$ cat config.mk
export PLATFORM = sky130hd
export DESIGN_NAME = pipelined_carry_adder
export DESIGN_NICKNAME = d
export VERILOG_FILES = /design/src/rtl/pipelined_carry_adder_pkg.sv /design/src/rtl/adder_segment.sv /design/src/rtl/pipelined_carry_adder.sv
export SDC_FILE = /design/constraint.sdc
export NUM_CORES = 1
export LEC_CHECK = 0
export ABC_AREA = 0
export CAP_MARGIN = 20
export CORE_ASPECT_RATIO = 0.75
export CORE_MARGIN = 8
export CORE_UTILIZATION = 57
export CTS_BUF_LIST = sky130_fd_sc_hd__clkbuf_8 sky130_fd_sc_hd__clkbuf_16
export CTS_CLUSTER_DIAMETER = 30
export CTS_CLUSTER_SIZE = 30
export DETAILED_ROUTE_END_ITERATION = 8
export PLACE_DENSITY = 0.83
export SYNTH_ARGS = -nofsm -noshare
export SYNTH_HDL_FRONTEND = slang
export SYNTH_SLANG_ARGS = --single-unit
$ cat constraint.sdc
create_clock -name clk -period 8.33 [get_ports clk]
set_clock_uncertainty 0.1 [all_clocks]
set_input_delay 1.666 -clock clk [delete_from_list [all_inputs] [get_ports clk]]
set_output_delay 1.666 -clock clk [all_outputs]
set_load 0.005 [all_outputs]
$ cat src/rtl/pipelined_carry_adder_pkg.sv
// adder_pkg: shared mode encodings and stage-count helper for the pipelined adder
package adder_pkg;
  localparam logic OP_ADD = 1'b0;
  localparam logic OP_SUB = 1'b1;
  function automatic int calc_stages(input int width, input int seg);
    return width / seg;
  endfunction
endpackage

$ cat src/rtl/adder_segment.sv
// adder_segment: combinational SEG-bit ripple of full adders
module adder_segment #(
  parameter int SEG = 4
) (
  input  logic [SEG-1:0] a,
  input  logic [SEG-1:0] b,
  input  logic           ci,
  output logic [SEG-1:0] s,
  output logic           co
);
  logic [SEG:0] c;
  assign c[0] = ci;
  for (genvar i = 0; i < SEG; i++) begin : g_fa
    assign s[i]   = a[i] ^ b[i] ^ c[i];
    assign c[i+1] = ((a[i] ^ b[i]) & c[i]) | (a[i] & b[i]);
  end
  assign co = c[SEG];
endmodule

$ cat src/rtl/pipelined_carry_adder.sv
// pipelined_carry_adder: WIDTH-bit add/sub split into SEG-bit ripple stages with registered carries
module pipelined_carry_adder
  import adder_pkg::*;
#(
  parameter int WIDTH = 16,
  parameter int SEG   = 4
) (
  input  logic             clk,
  input  logic             rst_n,
  input  logic             in_valid,
  output logic             in_ready,
  input  logic [WIDTH-1:0] a,
  input  logic [WIDTH-1:0] b,
  input  logic             cin,
  input  logic             sub,
  output logic             out_valid,
  input  logic             out_ready,
  output logic [WIDTH-1:0] sum,
  output logic             cout,
  output logic             ovf
);
  localparam int STAGES = calc_stages(WIDTH, SEG);
  if (SEG < 1) begin : g_err_seg
    $error("pipelined_carry_adder: SEG must be at least 1");
  end else if (WIDTH % SEG != 0) begin : g_err_width
    $error("pipelined_carry_adder: WIDTH must be a multiple of SEG");
  end
  logic stall;
  assign stall    = out_valid && !out_ready;
  assign in_ready = !stall;
  for (genvar k = 0; k < STAGES; k++) begin : g_st
    localparam logic [WIDTH-1:0] M = WIDTH'({SEG{1'b1}}) << (k * SEG);
    logic [WIDTH-1:0] ia, ib, xs, ns, ra, rb, rs;
    logic [SEG-1:0]   ss;
    logic             ic, iv, sc, rc, rv;
    if (k == 0) begin : g_in
      // subtraction is A + ~B + ~borrow
      assign ia = a;
      assign ib = (sub == OP_SUB) ? ~b : b;
      assign ic = (sub == OP_SUB) ? ~cin : cin;
      assign xs = '0;
      assign iv = in_valid;
    end else begin : g_mid
      assign ia = g_st[k-1].ra;
      assign ib = g_st[k-1].rb;
      assign ic = g_st[k-1].rc;
      assign xs = g_st[k-1].rs;
      assign iv = g_st[k-1].rv;
    end
    adder_segment #(.SEG(SEG)) u_seg (
      .a (ia[k*SEG +: SEG]),
      .b (ib[k*SEG +: SEG]),
      .ci(ic),
      .s (ss),
      .co(sc)
    );
    assign ns = (xs & ~M) | (WIDTH'(ss) << (k * SEG));
    // data only loads with a valid beat so bubbles leave the outputs untouched
    always_ff @(posedge clk) begin
      if (!rst_n) begin
        rv <= 1'b0;
        ra <= '0;
        rb <= '0;
        rs <= '0;
        rc <= 1'b0;
      end else if (!stall) begin
        rv <= iv;
        if (iv) begin
          ra <= ia;
          rb <= ib;
          rs <= ns;
          rc <= sc;
        end
      end
    end
  end
  assign out_valid = g_st[STAGES-1].rv;
  assign sum       = g_st[STAGES-1].rs;
  assign cout      = g_st[STAGES-1].rc;
  assign ovf       = (g_st[STAGES-1].ra[WIDTH-1] == g_st[STAGES-1].rb[WIDTH-1]) &&
                     (g_st[STAGES-1].rs[WIDTH-1] != g_st[STAGES-1].ra[WIDTH-1]);
endmodule
==> metrics, run 1 <==
Max Cap Viol=0; Setup Fix Bufs, Post-CTS=0; final hold slack=around 0.36 ns; Port Buffer Count=57; Max VDD drop=~0.084 mV; Initial DRC Count=227; P_int=~0.00065 W; Synth async-reset ratio=0; Hold Buf Count CTS=0; CTS tree=yes; Area Growth Syn to Fin=15.8%; Buf/Inv on CP=3; initial antenna violation count=0; Post-Syn Instances=approximately 430; Die Wd=around 120 um; synth unique cells=24; sequential area share after synthesis=0.465; sequential share of power=0.575; All-Layer GR Usage=0.161; antenna-violating nets left=0; Register Area=approximately 2000 um^2; Total Routed Length=slightly above 8 mm; total number of vias=around 3000; Req. time, crit path=roughly 6.6 ns; Remaining Overflow, GRT=0; Worst Max-Slew Pin Slew=between 0.9 and 1 ns; io pins=58; routability-driven placement congestion ratio=between 0.7 and 0.8; total CTS buffers=9; Sw Ratio=0.249; global-route wire length before repair=around 14 mm; top-count cell post-synth=dfxtp_1; clock tree buffer depth=2; critical path, cell by cell=clkdlybuf4s50_1, nor2b_4, inv_2, clkdlybuf4s50_1; status=finished clean; CP max stage delay=0.64 ns; PD cells=between 150 and 200 nW/um^2; drt pass-1 iters=5; Worst-path clk slew=~0.090 ns; fill count=588; Max FO, Critical Path=52; dominant synthesized flop cell=dfxtp_1; Leakage Power=between 2 and 2.5 nW; Placed Cells=548; top cell family by delay on the critical path=buffers and inverters; row cnt=27; Final Hold Violating Endpoints=0; post-synthesis register bit count=98; DP HPWL=approximately 5.9 mm; Post-Place Worst Slack=about 3.1 ns; Root Buffer=clkbuf_8; Worst path slowest cell=clkdlybuf4s50_1; Yosys top cell by area=dfxtp_1; DR WL/cell=between 10 and 15 um; largest cells by area after synthesis=dfxtp_1, mux2i_1, nand2_1; Clk pwr share=0.318; vias in the first global route=between 2000 and 3000; layout cells sized above 1=0.0475; Syn Std Cell Area=4220 um^2; Final period util=0.627; post-synth net total=480; Die Y=about 90 um; Worst slew margin=0.338; # resized after CTS=0; final setup fails=0; Post-synth EDFFs=0; Worst Path Class, Setup=in2out; nets=512; fin. max-slew vios=0; combinational power share=0.107; worst-skew pair later-pin latency=about 0.36 ns; Hold WC Path Type=reg2reg; setup slack after layout=3.11 ns; largest net degree at the start of global routing=96; Syn Area/Cell=~9.9 um^2; core box area=7260 um^2; Finished Layout Cells=564; Multi-input gate area=approximately 2000 um^2; ANT cells=0; CP arrival=roughly 3.5 ns; Worst setup SP type=input pin; initial core utilization=0.580; RSZ-0062 raised after global routing=no; synth warn=0; most used cell along the critical path=clkdlybuf4s50_1; H-tree depth=3; Final min period=between 5 and 6 ns; top cells by count, synth=dfxtp_1, nand2_1, mux2i_1; FMAX=approximately 190 MHz; clock sink count=98; vias per cell=~5.3; Critical Path End Type=output port; accumulated negative setup slack=0 ns; DRC viols=0; Net Sw Power=roughly 0.00022 W; Die Area=between 10000 and 15000 um^2; Yosys top cell area share=0.465
tightest hold or removal path: stages, from the launching register on:
cell and delay, ns:
dfxtp_1 0.32, nand2_1 0.05, mux2i_1 0.05
area by class of cell:
class,instances,share of cell area
Clock inverter,6,0.00871
Timing Repair Buffer,58,0.118
Clock buffer,10,0.0282
Sequential cell,98,0.402
Inverter,14,0.0108
Multi-Input combinational cell,277,0.407
Tap cell,101,0.0259
stage by stage:
step	cell area, um^2	total power, W	util
6_report	4880	0.000867	0.672
5_1_grt	4880	0.000906	0.672
4_1_cts	4880	0.000876	0.672
3_5_place_dp	4700	0.000603	0.647
3_3_place_gp	4700	0.000599	0.647
2_1_floorplan	4220	0.000572	-
cells by family (layout without fill, tap and decap cells):
logic type / after synthesis / in the layout / share of synthesized area
flops: 98 / 98 / 0.465
fa+ha+maj: 16 / 16 / 0.0760
simple gates: 145 / 145 / 0.154
buf+inv: 51 / 88 / 0.0635
xor+xnor: 17 / 17 / 0.0353
mux: 51 / 51 / 0.121
compound gates: 48 / 48 / 0.0843
layer usage:
| metal | vias to the layer above | global-route usage | share of wire |
|---|---|---|---|
| met4 | 0 | 0.0556 | 0.013 |
| met3 | 13 | 0.0428 | 0.046 |
| met1 | 1392 | 0.202 | 0.47 |
| li1 | 1498 | - | - |
| met5 | - | 0 | 0 |
| met2 | 75 | 0.258 | 0.47 |
flip-flops by register name, indices dropped and copies added (netlist names):
signal,count
g_st.rc,3
out_valid,1
g_st.ra,25
cout,1
sum,16
g_st.rb,25
g_st.rv,3
g_st.rs,24
cell usage in the layout, fill, tap and decap left out, drive strengths merged, types with 3 or more instances in the layout:
master and instances:
nand3 21, o211a 21, inv 14, clkbuf 10, nand2 96, fa 16, nand4 22, a21boi 3
dfxtp 98, clkdlybuf4s50 56, and2 4, o21ai 23, clkinv 4, xnor2 16, mux2i 51
path summary, 6_finish.rpt:
check                                    from        endpoint  slack, ns  cells after the start
worst max-delay path                out_ready        in_ready       3.11                      4
worst min-delay path                   sum[3]          sum[3]       0.36                      2
worst max register to register  g_st[1].ra[8]  g_st[2].rs[11]       5.84                      7
worst min register to register         sum[3]          sum[3]       0.36                      2
power by group through the flow:
| stage | Combinational (W) | Sequential, W | Clock, W |
|---|---|---|---|
| 3_5_place_dp | 0.0000938 | 0.000509 | 0 |
| 6_report | 0.0000932 | 0.000498 | 0.000275 |
| 2_1_floorplan | 0.0000678 | 0.000505 | 0 |
| 5_1_grt | 0.000103 | 0.000501 | 0.000301 |
| 4_1_cts | 0.0000939 | 0.000498 | 0.000284 |
| 3_3_place_gp | 0.0000905 | 0.000508 | 0 |
(Power assumes the default switching activity.)
==> inputs of run 2 (changes only) <==
--- a/config.mk
+++ b/config.mk
@@ -9,12 +9,12 @@
 export CAP_MARGIN = 20
 export CORE_ASPECT_RATIO = 0.75
 export CORE_MARGIN = 8
-export CORE_UTILIZATION = 57
+export CORE_UTILIZATION = 54
 export CTS_BUF_LIST = sky130_fd_sc_hd__clkbuf_8 sky130_fd_sc_hd__clkbuf_16
 export CTS_CLUSTER_DIAMETER = 30
 export CTS_CLUSTER_SIZE = 30
 export DETAILED_ROUTE_END_ITERATION = 8
-export PLACE_DENSITY = 0.83
+export PLACE_DENSITY = 0.79
 export SYNTH_ARGS = -nofsm -noshare
 export SYNTH_HDL_FRONTEND = slang
 export SYNTH_SLANG_ARGS = --single-unit
==> constraint.sdc (replaced) <==
create_clock -name clk -period 5.3 [get_ports clk]
set_clock_uncertainty 0.1 [all_clocks]
set_input_delay 1.06 -clock clk [delete_from_list [all_inputs] [get_ports clk]]
set_output_delay 1.06 -clock clk [all_outputs]
set_load 0.005 [all_outputs]
==> run 2 against run 1 <==
Die area grew 4.7%. Critical path type is now in2reg. Combinational power up 58%. Total power rose by 62%. Sequential share of layout area decreased by 0.26 points. Critical endpoint is now g_st[0].rs[3]. Global-route usage is 0.37 points lower. Non-clock buffer count up 2. Setup slack worse by 1.4 ns. Final area increased by 0.64%. Cell count increased by 1.1%. Critical path depth up 5. Highest routed layer unchanged.
==> metrics, run 2 (synthesis gave the netlist of run 1 again) <==
status=finished clean; FF-to-FF End=sum[15]; routability-driven placement congestion ratio=0.767 (-0.84%); Final min period=roughly 3.6 ns; CTS tree=yes; biggest regs=g_st.ra: 25 flops, g_st.rb: 25 flops, g_st.rs: 24 flops; Final Hold Violating Endpoints=0 (unchanged); nets=514 (+0.39%); Critical Path End Type=flop; global-route wire length before repair=14.1 mm (+4.4%); total power=0.00140 W (+62%); critical path, cell by cell=clkdlybuf4s50_1, xnor2_1, fa_1, fa_1, fa_1, inv_1, fa_1, nand2_1, mux2i_1; Die Y=92.5 um (+2.3%); clock tree buffer depth=2 (unchanged); row cnt=28 (+3.7%); CP max stage delay=0.72 ns (+0.08 ns); total CTS buffers=9 (unchanged); All-Layer GR Usage=0.157 (-0.00370); # resized after CTS=0 (unchanged); Worst setup SP type=input pin; layout cells sized above 1=0.0516 (+0.00410); initial core utilization=0.544 (-0.0359); RSZ-0062 raised after global routing=no; Placed Cells=554 (+1.1%); core box area=7740 um^2 (+6.6%); Die Area=10900 um^2 (+4.7%); Area Growth Syn to Fin=16.6%; Total Routed Length=8.17 mm (+0.60%); combinational power share=0.105 (-0.002); Initial DRC Count=206 (-9.3%); DRC viols=0 (unchanged); Worst Path Class, Setup=in2reg; vias per cell=5.21 (-1.4%); most used cell along the critical path=fa_1; Final period util=0.678; H-tree depth=3 (unchanged); fin. max-slew vios=0 (unchanged); RR Startpoint=g_st[2].ra[12]; R2R cell count=7 (unchanged); antenna-violating nets left=0 (unchanged); Worst-path clk slew=0.09 ns (about the same); Sw Ratio=0.246 (-0.00368); Worst path slowest cell=clkdlybuf4s50_1; Remaining Overflow, GRT=0 (unchanged); CP arrival=3.74 ns (+0.28 ns); Leakage Power=2.09 nW (+1.2%); Worst slew margin=0.331 (-0.00630); Root Buffer=clkbuf_8; ANT cells=0 (unchanged); fill count=659 (+12%); DR WL/cell=14.3 um (-0.46%); initial antenna violation count=0 (unchanged); Critical Path Sink=g_st[0].rs[3]; Clk pwr share=0.336 (+0.018); vias in the first global route=2967 (+1.9%); Port Buffer Count=57 (unchanged); worst-skew pair later-pin latency=0.36 ns (about the same); Setup Fix Bufs, Post-CTS=0 (unchanged); Req. time, crit path=5.44 ns (-1.12 ns); final hold slack=0.362 ns (-0.00157 ns); Max Cap Viol=0 (unchanged); P_int=0.00106 W (+63%); DP HPWL=5.68 mm (-4.3%); sequential share of power=0.559 (-0.016); Worst Max-Slew Pin Slew=1.00 ns (+0.00945 ns); Hold WC Path Type=reg2reg; io pins=58 (unchanged); setup slack, reg-to-reg=2.83 ns (-3.01 ns); PD cells=285 nW/um^2 (+61%); final design utilization=0.635 (-0.0376); total number of vias=2967 (-0.37%); Hold Buf Count CTS=0 (unchanged); Finished Layout Cells=570 (+1.1%); Net Sw Power=0.000344 W (+59%); largest net degree at the start of global routing=91 (-5.2%); accumulated negative setup slack=0 ns (unchanged); commonest non-fill, non-tap cell in the layout=dfxtp_1; drt pass-1 iters=4 (-1); CP Launch Point=sub; Die Wd=118 um (+2.4%); Max VDD drop=0.199 mV (+140%); FMAX=278 MHz; commonest cells after routing, fill and taps aside=dfxtp_1, nand2_1, clkdlybuf4s50_1; final setup fails=0 (unchanged); Max FO, Critical Path=8 (-85%); clock sink count=98 (unchanged)
-- run 2: changes by cell type in the layout (fill, tap and decap cells not counted) --
cell / change
buf_4: +2
clkinv_2: +2
clkinv_4: -2
clkinvlp_4: -2
inv_6: +2
bufinv_16: +1
clkbuf_8: -1
-- run 2: power groups by stage --
stage               Sequential [W]  Clock, W  Combinational (W)
global route              0.000787  0.000513           0.000164
global placement          0.000800         0           0.000143
detailed placement        0.000801         0           0.000146
floorplan                 0.000793         0           0.000107
CTS                       0.000784  0.000481           0.000148
finish                    0.000784  0.000472           0.000147
-- run 2: per-stage QoR --
step	cell area [um^2]	worst slack, ns
after floorplan	4220	1.79
after global placement	4720	1.35
after detailed placement	4720	1.30
after CTS	4910	1.70
after global routing	4910	1.61
final	4910	1.71
-- run 2: area by class of cell --
| type | count | area [um^2] | share of cell area |
|---|---|---|---|
| multi-input cells | 277 | 1990 | 0.404 |
| clock inverters | 7 | 67.6 | 0.0138 |
| inverters | 14 | 52.6 | 0.0107 |
| repair buffers | 60 | 591 | 0.120 |
| well taps | 105 | 131 | 0.0267 |
| clock buffers | 9 | 124 | 0.0252 |
| flip-flops and latches | 98 | 1960 | 0.399 |
-- run 2: worst min path at each step --
stage,start,end,slack (ns),cells after the start
after CTS,g_st[0].ra[7],g_st[0].ra[7],0.36,2
after floorplan,g_st[0].ra[7],g_st[0].ra[7],0.33,2
after detailed placement,sum[14],sum[14],0.35,2
after global routing,sum[1],sum[1],0.38,2
after global placement,sum[14],sum[14],0.34,2
final,sum[14],sum[14],0.36,2
-- run 2: critical path, delay by kind of cell --
family,cells,cell delay [ns]
adder cells (fa/ha/maj),4,1.59
buffers and inverters,2,0.79
AND/OR/NAND/NOR,1,0.07
multiplexers,1,0.07
XOR/XNOR,1,0.16
-- run 2: metal layers --
metal	vias to the layer above	part of all wire	GRT usage
li1	1509	-	-
met3	9	0.054	0.0541
met2	62	0.46	0.252
met4	0	0.0078	0.0489
met1	1387	0.48	0.197
met5	-	0	0
==> inputs of run 3 (changes only) <==
==> constraint.sdc (replaced) <==
create_clock -name clk -period 3.7 [get_ports clk]
set_clock_uncertainty 0.1 [all_clocks]
set_input_delay 0.74 -clock clk [delete_from_list [all_inputs] [get_ports clk]]
set_output_delay 0.74 -clock clk [all_outputs]
set_load 0.005 [all_outputs]
==> run 3 against run 2 <==
Non-clock buffer count rose by 3. Die area unchanged. Via count increased by 2.6%. Register-to-register slack got worse by 1.6 ns. Combinational power increased by 46%. Clock power up 65%. Critical path depth did not move. Hold slack lost 0.0018 ns. Utilization is 1.1 points higher. Global-route usage up 0.35 points.
==> metrics, run 3 (synthesis gave the netlist of run 1 again) <==
status=finished clean; ANT cells=0 (unchanged); drt pass-1 iters=5 (+1); largest net degree at the start of global routing=72 (-21%); row cnt=28 (unchanged); Clk pwr share=0.368 (+0.032); vias in the first global route=2994 (+0.91%); vias per cell=5.31 (+2.0%); accumulated negative setup slack=0 ns (unchanged); final setup fails=0 (unchanged); Die Wd=118 um (unchanged); Worst setup SP type=input pin; clock sink count=98 (unchanged); met3 Use GR=0.0602 (+0.00608); initial core utilization=0.544 (unchanged); Critical Path End Type=flop; Worst Path Class, Setup=in2reg; Worst Max-Slew Pin Slew=0.725 ns (-0.278 ns); Remaining Overflow, GRT=0 (unchanged); Setup Fix Bufs, Post-CTS=0 (unchanged); Register Area=1960 um^2 (unchanged); antenna-violating nets left=0 (unchanged); Max FO, Critical Path=4 (-4); Final Hold Violating Endpoints=0 (unchanged); Most Crowded Layer GR=met2; Req. time, crit path=3.84 ns (-1.60 ns); Final min period=just over 3 ns; Die Y=92.5 um (unchanged); biggest regs=g_st.ra: 25 flops, g_st.rb: 25 flops, g_st.rs: 24 flops; Max VDD drop=0.302 mV (+51%); Hold Buf Count CTS=0 (unchanged); DR WL/cell=14.5 um (+1.4%); Placed Cells=557 (+0.54%); final hold slack=0.360 ns (-0.00181 ns); Worst slew margin=0.515 (+0.184); met1 Usage GRT=0.206 (+0.00962); sequential share of power=0.531 (-0.028); Finished Layout Cells=573 (+0.53%); layout cells sized above 1=0.0577 (+0.00608); total number of vias=3043 (+2.6%); # resized after CTS=0 (unchanged); Leakage Power=2.13 nW (+1.7%); routability-driven placement congestion ratio=0.780 (+1.6%); worst-skew pair later-pin latency=0.36 ns (about the same); DRC viols=0 (unchanged); total CTS buffers=9 (unchanged); Die Area=10900 um^2 (unchanged); CTS tree=yes; Net Sw Power=0.000489 W (+42%); fin. max-slew vios=0 (unchanged); commonest non-fill, non-tap cell in the layout=dfxtp_1; final design utilization=0.645 (+0.0105); Root Buffer=clkbuf_8; Worst-path clk slew=0.10 ns (about the same); io pins=58 (unchanged); global-route wire length before repair=14.5 mm (+2.2%); clock tree buffer depth=2 (unchanged); nets=517 (+0.58%); core box area=7740 um^2 (unchanged); CP arrival=3.25 ns (-0.49 ns); Area Growth Syn to Fin=18.5%; Hold WC Path Type=reg2reg; initial antenna violation count=0 (unchanged); Total Routed Length=8.33 mm (+2.0%); All-Layer GR Usage=0.161 (+0.00350); FMAX=between 300 and 400 MHz; DP HPWL=5.90 mm (+3.8%); Final period util=0.839; fill count=658 (-0.15%); RSZ-0062 raised after global routing=no; Initial DRC Count=274 (+33%); Sw Ratio=0.231 (-0.0146); Max Cap Viol=0 (unchanged); total power=0.00212 W (+51%); commonest cells after routing, fill and taps aside=dfxtp_1, nand2_1, clkdlybuf4s50_1; combinational power share=0.101 (-0.004); H-tree depth=3 (unchanged); Multi-input gate area=1990 um^2 (unchanged); PD cells=424 nW/um^2 (+48%); GRT met2 Usage=0.254 (+0.00190); Port Buffer Count=57 (unchanged); P_int=0.00163 W (+54%)
run 3: cell types whose count changed in the layout (fill, tap and decap cells not counted):
cell,delta
clkinv_2,-4
clkinv_4,+3
buf_4,+2
clkbuf_8,+2
inv_6,-2
buf_12,+1
bufinv_16,+1
run 3: cell type report:
cell class,instances,area share
well taps,105,0.0263
repair buffers,63,0.125
flip-flops and latches,98,0.393
multi-input cells,277,0.398
inverters,14,0.0105
clock inverters,5,0.0173
clock buffers,11,0.0303
run 3: path summary, 6_finish.rpt:
kind | depth (start not counted) | endpoint | slack [ns] | start
max reg2reg | 7 | g_st[2].rs[11] | 1.22 | g_st[1].ra[8]
max | 9 | g_st[0].rs[3] | 0.59 | sub
min | 2 | sum[13] | 0.36 | sum[13]
min reg2reg | 2 | sum[13] | 0.36 | sum[13]
run 3: power by group through the flow:
stage | combinational (W) | sequential (W) | clock [W]
2_1_floorplan | 0.000153 | 0.00114 | 0
3_3_place_gp | 0.000209 | 0.00114 | 0
3_5_place_dp | 0.000215 | 0.00115 | 0
4_1_cts | 0.000217 | 0.00112 | 0.000796
5_1_grt | 0.000240 | 0.00113 | 0.000846
6_report | 0.000214 | 0.00112 | 0.000779
run 3: stage by stage:
| step | cell area [um^2] | worst slack, ns |
|---|---|---|
| 3_5_place_dp | 4760 | 0.202 |
| 5_1_grt | 4990 | 0.536 |
| 3_3_place_gp | 4760 | 0.278 |
| 4_1_cts | 4990 | 0.604 |
| 6_report | 4990 | 0.595 |
| 2_1_floorplan | 4220 | 0.506 |
run 3: critical path, cell delays in order:
cell,delay [ns]
clkdlybuf4s50_1,0.58
xnor2_1,0.13
fa_1,0.42
fa_1,0.39
fa_1,0.37
inv_1,0.08
fa_1,0.40
nand2_1,0.07
mux2i_1,0.06
run 3: metal layers:
| metal | wire length, um | part of all wire |
|---|---|---|
| met3 | 572 | 0.069 |
| met1 | 3820 | 0.46 |
| met2 | 3850 | 0.46 |
| met5 | 0 | 0 |
| met4 | 85 | 0.010 |
